### config.mk
export PLATFORM = sky130hd
export DESIGN_NAME = mem_bus_arbiter
export DESIGN_NICKNAME = d
export VERILOG_FILES = /design/src/rtl/mem_bus_arbiter.sv
export SDC_FILE = /design/constraint.sdc
export NUM_CORES = 1
export LEC_CHECK = 0
export ABC_AREA = 1
export BUFFER_PORTS_ARGS = -buffer_cell sky130_fd_sc_hd__clkbuf_2
export CAP_MARGIN = 40
export CORE_ASPECT_RATIO = 0.8
export CORE_MARGIN = 1.5
export CORE_UTILIZATION = 42
export DETAILED_ROUTE_END_ITERATION = 10
export GPL_ROUTABILITY_DRIVEN = 0
export PLACE_DENSITY = 0.74
export SYNTH_ARGS = -nofsm -noshare
export SYNTH_HDL_FRONTEND = slang
export SYNTH_SLANG_ARGS = --single-unit
### constraint.sdc
create_clock -name clk -period 1.4 [get_ports clk]
set_input_delay 0.28 -clock clk [delete_from_list [all_inputs] [get_ports clk]]
set_output_delay 0.28 -clock clk [all_outputs]
set_load 0.005 [all_outputs]
### src/rtl/mem_bus_arbiter.sv
// Two-master (instruction fetch / data) arbiter onto a single memory bus.
// Data wins ties unless fetch has been starved; grants time out with bus_err.
module mem_bus_arbiter #(
    parameter int STARVE_LIMIT = 3,
    parameter int TIMEOUT      = 16
) (
    input  logic        clk,
    input  logic        rst,
    input  logic        if_req,
    input  logic [31:0] if_addr,
    output logic [31:0] if_rdata,
    output logic        if_ack,
    input  logic        d_req,
    input  logic        d_we,
    input  logic [3:0]  d_sel,
    input  logic [31:0] d_addr,
    input  logic [31:0] d_wdata,
    output logic [31:0] d_rdata,
    output logic        d_ack,
    output logic        m_req,
    output logic        m_we,
    output logic [3:0]  m_sel,
    output logic [31:0] m_addr,
    output logic [31:0] m_wdata,
    input  logic [31:0] m_rdata,
    input  logic        m_ack,
    output logic        bus_err,
    output logic        stall_req
);

    localparam logic [1:0] IDLE  = 2'd0;
    localparam logic [1:0] GNT_I = 2'd1;
    localparam logic [1:0] GNT_D = 2'd2;
    localparam logic [1:0] RESP  = 2'd3;

    localparam int              TO_W       = $clog2(TIMEOUT + 1);
    localparam logic [TO_W-1:0] TO_LAST    = TO_W'(TIMEOUT - 1);
    localparam logic [2:0]      STARVE_MAX = 3'(STARVE_LIMIT);

    logic [1:0]      state;
    logic [2:0]      starve_cnt;
    logic [TO_W-1:0] timeout_cnt;

    logic grant_d;
    logic timed_out;

    // Data wins a tie only while fetch has not yet been passed over STARVE_LIMIT times.
    assign grant_d   = d_req & (~if_req | (starve_cnt != STARVE_MAX));
    assign timed_out = (timeout_cnt == TO_LAST);

    assign stall_req = (if_req & ~if_ack) | (d_req & ~d_ack);

    // NOTE: synchronous reset lives inside the clocked block, and every state update
    // uses <= so all registers see the same pre-edge values.
    always_ff @(posedge clk) begin
        if (rst) begin
            state       <= IDLE;
            starve_cnt  <= '0;
            timeout_cnt <= '0;
            m_req       <= 1'b0;
            m_we        <= 1'b0;
            m_sel       <= '0;
            m_addr      <= '0;
            m_wdata     <= '0;
            if_ack      <= 1'b0;
            d_ack       <= 1'b0;
            bus_err     <= 1'b0;
            if_rdata    <= '0;
            d_rdata     <= '0;
        end else begin
            // Completion strobes default low so they last exactly the RESP cycle.
            if_ack  <= 1'b0;
            d_ack   <= 1'b0;
            bus_err <= 1'b0;

            case (state)
                IDLE: begin
                    if (grant_d) begin
                        state       <= GNT_D;
                        timeout_cnt <= '0;
                        m_req       <= 1'b1;
                        m_we        <= d_we;
                        m_sel       <= d_sel;
                        m_addr      <= d_addr;
                        m_wdata     <= d_wdata;
                        if (!if_req)
                            starve_cnt <= '0;
                        else if (starve_cnt != STARVE_MAX)
                            starve_cnt <= starve_cnt + 3'd1;
                    end else if (if_req) begin
                        state       <= GNT_I;
                        timeout_cnt <= '0;
                        starve_cnt  <= '0;
                        m_req       <= 1'b1;
                        m_we        <= 1'b0;
                        m_sel       <= 4'b1111;
                        m_addr      <= if_addr;
                        m_wdata     <= '0;
                    end
                end

                GNT_I, GNT_D: begin
                    if (m_ack || timed_out) begin
                        state       <= RESP;
                        timeout_cnt <= '0;
                        m_req       <= 1'b0;
                        bus_err     <= ~m_ack;
                        if (state == GNT_I) begin
                            if_ack   <= 1'b1;
                            if_rdata <= m_ack ? m_rdata : 32'h0;
                        end else begin
                            d_ack    <= 1'b1;
                            d_rdata  <= m_ack ? m_rdata : 32'h0;
                        end
                    end else begin
                        timeout_cnt <= timeout_cnt + TO_W'(1);
                    end
                end

                RESP:    state <= IDLE;
                default: state <= IDLE;
            endcase
        end
    end

endmodule

## Yosys cells after proc, flatten, opt, wreduce, memory -nomap -nowiden

Index checks and enable logic that the tools add are counted.

| word-level totals | value |
|---|---|
| bits in registers | 147 |
| input port bits | 138 |

| cells by class | value |
|---|---|
| add/subtract/negate cells | 2 |
| eq/ne operators | 8 |
| multiplexer cells | 27 |
| bitwise gates (word level) | 12 |
| reductions and logical operators | 13 |

Operators with widths:

| kind | number |
|---|---|
| $mux W32 | 5 |
| $mux W5 | 3 |
| $mux W3 | 4 |
| $reduce_and A3 Y1 | 4 |
| $pmux W5 S2 | 1 |
| $mux W4 | 2 |
| $mux W1 | 7 |
| $not A1 Y1 | 7 |
| $mux W2 | 3 |
| $ne A3 B2 Y1 const B | 2 |
| $pmux W2 S3 | 1 |
| $reduce_and A2 Y1 | 3 |
| $add A5 B1 Y5 const B | 1 |
| $eq A5 B4 Y1 const B | 1 |
| $eq A2 B2 Y1 const B | 2 |
| $reduce_bool A2 Y1 | 2 |
| $add A3 B1 Y3 const B | 1 |
| $and A1 B1 Y1 | 3 |
| $ne A3 B3 Y1 const B | 1 |
| $reduce_or A3 Y1 | 1 |
| $eq A2 B1 Y1 const B | 1 |
| $logic_not A2 Y1 | 1 |
| $ne A2 B2 Y1 const B | 1 |
| $or A1 B1 Y1 | 2 |
| 3 further kinds | 3 |

## Depth between registers and ports, before layout

| depth | value |
|---|---|
| word-level depth | 5 |
| depth in mapped cells | 11 |
| gate-level depth less buffers | 11 |

## Least setup slack after synthesis

OpenSTA, ideal clock, no wires.

| timing path | value |
|---|---|
| path kind | register to register |
| start | register timeout_cnt[0] |
| end | register if_rdata[10] |
| library setup time | 0.070 ns |
| arrival time | 1.457 ns |
| data required time | 1.330 ns |
| path slack | -0.127 ns |
| stages on the path, launching flop included | 11 |
| path buffers | 2 |
| cells stage by stage | dfxtp_1 ha_1 nand2_1 nor2_1 ha_1 nor2_2 nor2_4 buf_6 buf_6 nand3_1 a21oi_1 |

| on the way | value |
|---|---|
| cells in the longest elaborated chain, start to end | 3 |

Ends and longest elaborated chain:

| item | line | text |
|---|---|---|
| start, declared | 42 | `logic [TO_W-1:0] timeout_cnt;` |
| start signal, assigned | 116 | `timeout_cnt <= timeout_cnt + TO_W'(1);` |
| $eq A5 B4 Y1 | 49 | `assign timed_out = (timeout_cnt == TO_LAST);` |
| $logic_or A1 B1 Y1 | 103 | `if (m_ack \|\| timed_out) begin` |
| $reduce_and A3 Y1 (no source line) | -- |  |
| end signal, assigned | 110 | `if_rdata <= m_ack ? m_rdata : 32'h0;` |
| end, declared | 11 | `output logic [31:0] if_rdata,` |

No other way between the ends.
A chain may end at the register's enable or synchronous reset.

## Worst setup path in the final report

| timing path | value |
|---|---|
| start | register timeout_cnt[1] |
| end | register d_rdata[5] |

| on the way | value |
|---|---|
| cells in the longest elaborated chain, start to end | 3 |

Ends and longest elaborated chain:

| item | line | text |
|---|---|---|
| $eq A5 B4 Y1 | 49 |  |
| $logic_or A1 B1 Y1 | 103 |  |
| $reduce_and A3 Y1 (no source line) | -- |  |
| end signal, assigned | 113 | `d_rdata <= m_ack ? m_rdata : 32'h0;` |
| end, declared | 18 | `output logic [31:0] d_rdata,` |

No other way between the ends.

==> flow_metrics.env <==
export IMPL_max_freq_mhz=594
export IMPL_use_met1=0.311
export IMPL_clockBufferDepth=2
export IMPL_endpoint_kind="flop"
export IMPL_hold_class="in -> reg"
export IMPL_vias=6689
export IMPL_cts_tree="done"
export IMPL_synth_area_leaders="dfxtp_1 (49%), nand2_1 (16%), a21oi_1 (11%)"
export IMPL_setup_slack_ns=-0.283
export IMPL_power_w=0.0163
export IMPL_min_period_ns=1.68
export IMPL_fin_nets=1278
export IMPL_fin_skew_ns=0.0138
export IMPL_antennaDiodeCount=0
export IMPL_path_cells="ha_4, nand2_4, nor2_4, ha_4, nor2_4, nor2_4, buf_6, buf_16, nand3_1, a21oi_1"
export IMPL_cp_max_fo=18
export IMPL_route_detailed_drc=0
export IMPL_clkSlewWorstSetupHoldPaths_ns=0.07
export IMPL_grt_pass1_vias=6207
export IMPL_grt_max_degree=72
export IMPL_cap_viol_max_count=0
export IMPL_clk_latency_ns=0.41
export IMPL_violations="setup timing"
export IMPL_finalHoldViolCount=0
export IMPL_worstSetupPathType="reg -> reg"
export IMPL_overflow=0
export IMPL_fill_cells=1141
export IMPL_die_h_um=110
export IMPL_dieArea_mm2=0.0151
export IMPL_hp_start="d_addr[12]"
export IMPL_final_cells=1327
export IMPL_synth_flop_cell="dfxtp_1"
export IMPL_r2r_slack_ns=-0.28
export IMPL_drt_wl_total_um=20200
export IMPL_yosysTopAreaCell="dfxtp_1"
export IMPL_ios=276
export IMPL_grt_pass1_wl_um=30200
export IMPL_tightestPinTransition_ns=0.349
export IMPL_synth_nets=972
export IMPL_ir_drop_mv=1.15
export IMPL_core_mm2=0.0138
export IMPL_worstPathRequired_ns=1.73
export IMPL_wl_per_cell_um=15.2
export IMPL_met2_usage=0.436
export IMPL_worstSetupPathDepth=10
export IMPL_clock_root_buffer="clkbuf_16"
export IMPL_syn_inst=828
export IMPL_rsz0062_at_grt="yes"
export IMPL_max_stage_delay_ns=0.35
export IMPL_dr_pass1_iters=5
export IMPL_synth_distinct_cells=24
export IMPL_hold_buffers=0
export IMPL_postSynthAreaPerCell_um2=7.30
export IMPL_grtUsageTotal=0.252
export IMPL_regArea_mm2=0.00295
export IMPL_p_per_area_mw_per_mm2=1690
export IMPL_synth_edf_count=0
export IMPL_rows=38
export IMPL_crit_family="simple AND/OR/NAND/NOR gates"
export IMPL_synth_area_mm2=0.00604
export IMPL_drive_above_1_share=0.482
export IMPL_timing_final_crit_share=1.20
export IMPL_place_hpwl_um=12600
export IMPL_crit_arrival_ns=2.02
export IMPL_synth_seq_area_share=0.487
export IMPL_grt_busiest_layer="met2"
export IMPL_worst_path_max_delay_cell="dfxtp_2"
export IMPL_finalSetupTns_ns=-20.65
export IMPL_syn_to_final_growth_pct=60.0
export IMPL_routed_via_density=5.04
export IMPL_r2r_start="timeout_cnt[1]$_SDFFE_PP0P_"
export IMPL_use_met3=0.0585
export IMPL_port_buffer_count=275
export IMPL_r2r_end="d_rdata[5]$_SDFFE_PP0P_"
export IMPL_cp_start_kind="flop"
export IMPL_setup_violations=135
export IMPL_multiInputGateArea_mm2=0.00329
export IMPL_status="complete, but fails checks"
export IMPL_ys_ff_latch=147
export IMPL_ant_nets=0
export IMPL_worstPathBufferInverterCount=2
export IMPL_dp_cells=1268
export IMPL_die_width_um=137
export IMPL_drt_iter0_drc=345
export IMPL_synth_top_area_frac=0.487
export IMPL_hold_end="m_addr[12]$_SDFFE_PP0P_"
export IMPL_cts_buffers=17
export IMPL_htreeDepth=4
export IMPL_hold_depth=3
export IMPL_r2r_cells=10
export IMPL_antenna_found_initial=0
export IMPL_drv_slew=0
export IMPL_synth_async_sr_flop_share=0
export IMPL_cts_sinks=147
export IMPL_leakage_nw=4.58
export IMPL_cp_common_cell="nor2_4"
export IMPL_yosys_warnings=0
export IMPL_relSlewSlack=0.767
export IMPL_start_util=0.438
## worst max-delay path by stage
stage | startpoint | slack [ns] | endpoint
3_5_place_dp | timeout_cnt[1]$_SDFFE_PP0P_ | -0.24 | if_rdata[17]$_SDFFE_PP0P_
2_1_floorplan | timeout_cnt[0]$_SDFFE_PP0P_ | -0.12 | if_rdata[10]$_SDFFE_PP0P_
4_1_cts | timeout_cnt[0]$_SDFFE_PP0P_ | -0.24 | if_rdata[17]$_SDFFE_PP0P_
5_1_grt | timeout_cnt[1]$_SDFFE_PP0P_ | -0.40 | d_rdata[5]$_SDFFE_PP0P_
3_3_place_gp | timeout_cnt[0]$_SDFFE_PP0P_ | -0.21 | if_rdata[22]$_SDFFE_PP0P_
6_report | timeout_cnt[1]$_SDFFE_PP0P_ | -0.28 | d_rdata[5]$_SDFFE_PP0P_
## worst reg2reg max path: stages, from the launching register on
cell     delay [ns]
dfxtp_2        0.35
ha_4           0.15
nand2_4        0.05
nor2_4         0.13
ha_4           0.16
nor2_4         0.04
nor2_4         0.14
buf_6          0.17
buf_16         0.16
nand3_1        0.11
a21oi_1        0.15
## state kept, by name (all words and copies together) (netlist names)
name	count
bus_err	1
d_ack	1
d_rdata	32
if_ack	1
if_rdata	32
m_addr	32
m_req	1
m_sel	4
m_wdata	32
m_we	1
starve_cnt	3
state	2
timeout_cnt	5
## per-stage QoR
stage          hold slack (ns)  worst slack (ns)  area, µm²  utilization
2_1_floorplan            0.415            -0.119       6050            -
3_3_place_gp             0.448            -0.210       7810        0.567
3_5_place_dp             0.450            -0.244       7810        0.567
4_1_cts                 0.0776            -0.242       9140        0.663
5_1_grt                 0.0842            -0.398       9670        0.701
6_report                0.0885            -0.283       9670        0.701
## cells by family (layout without fill, tap and decap cells)
logic type      Yosys count  count (layout)  share of synthesized area
fa+ha+maj                 6               6                     0.0124
buf+inv                 114             433                     0.0942
compound gates          178             178                      0.148
simple gates            383             383                      0.258
flops                   147             147                      0.487
## synthesized netlist by cell type (4+ instances only)
cell type,n
nand2_1,254
dfxtp_1,147
a21oi_1,138
nand3_1,69
inv_1,50
nor2_1,49
o21ai_0,38
clkbuf_1,18
buf_4,17
buf_2,14
buf_6,8
ha_1,6
inv_2,4
## power by group
part	internal, W	switching, W
registers	0.00497	0.000423
logic	0.00309	0.00356
clock network	0.00233	0.00194
## cell type report
cell class                      count  share of cell area
Timing Repair Buffer              347               0.252
Inverter                           54              0.0225
Clock inverter                     14              0.0126
Multi-Input combinational cell    567               0.340
Clock buffer                       18              0.0444
Tap cell                          180              0.0233
Sequential cell                   147               0.305
## what timing repair did
item                                    CTS  global route
resized for setup                       124           126
cloned                                   10             3
pin swaps                                28            60
endpoints found under the setup margin  142           144
buffers inserted                         11             6
## layer usage
layer | vias to the layer above | share of wire
met5 | - | 0
met4 | 0 | 0.019
met3 | 31 | 0.065
met2 | 274 | 0.51
met1 | 3099 | 0.41
li1 | 3285 | -
## cells in the final DEF (no fill, tap or decap)
| master | Yosys | final |
|---|---|---|
| inv_2 | 4 | 4 |
| ha_4 | 0 | 5 |
| ha_1 | 6 | 1 |
| nand3b_1 | 1 | 1 |
| nand4_1 | 2 | 2 |
| a21oi_1 | 138 | 95 |
| nand3_1 | 69 | 54 |
| clkinvlp_4 | 0 | 1 |
| nand2_8 | 0 | 1 |
| buf_4 | 17 | 26 |
| dfxtp_1 | 147 | 143 |
| buf_6 | 8 | 12 |
| nand3_4 | 0 | 2 |
| buf_12 | 0 | 16 |
| nand3_2 | 1 | 14 |
| inv_8 | 0 | 5 |
| nand2_1 | 254 | 166 |
| clkbuf_16 | 0 | 19 |
| clkinv_4 | 0 | 3 |
| nor2_4 | 1 | 5 |
| dfxtp_2 | 0 | 4 |
| nor4_1 | 1 | 1 |
| o22ai_1 | 1 | 1 |
| a21oi_2 | 0 | 43 |
| nand2_2 | 3 | 57 |
| buf_16 | 0 | 9 |
| clkbuf_2 | 0 | 274 |
| inv_1 | 50 | 48 |
| o21ai_2 | 1 | 2 |
| buf_8 | 0 | 8 |
| clkinv_2 | 0 | 2 |
| o21ai_0 | 38 | 37 |
| nand2_4 | 0 | 33 |
| nor2_2 | 1 | 2 |
| clkbuf_1 | 18 | 1 |
| inv_6 | 0 | 5 |
| nor3_2 | 0 | 1 |
| nor2_1 | 49 | 44 |
No activity file was read; power rests on OpenSTA's default activity.
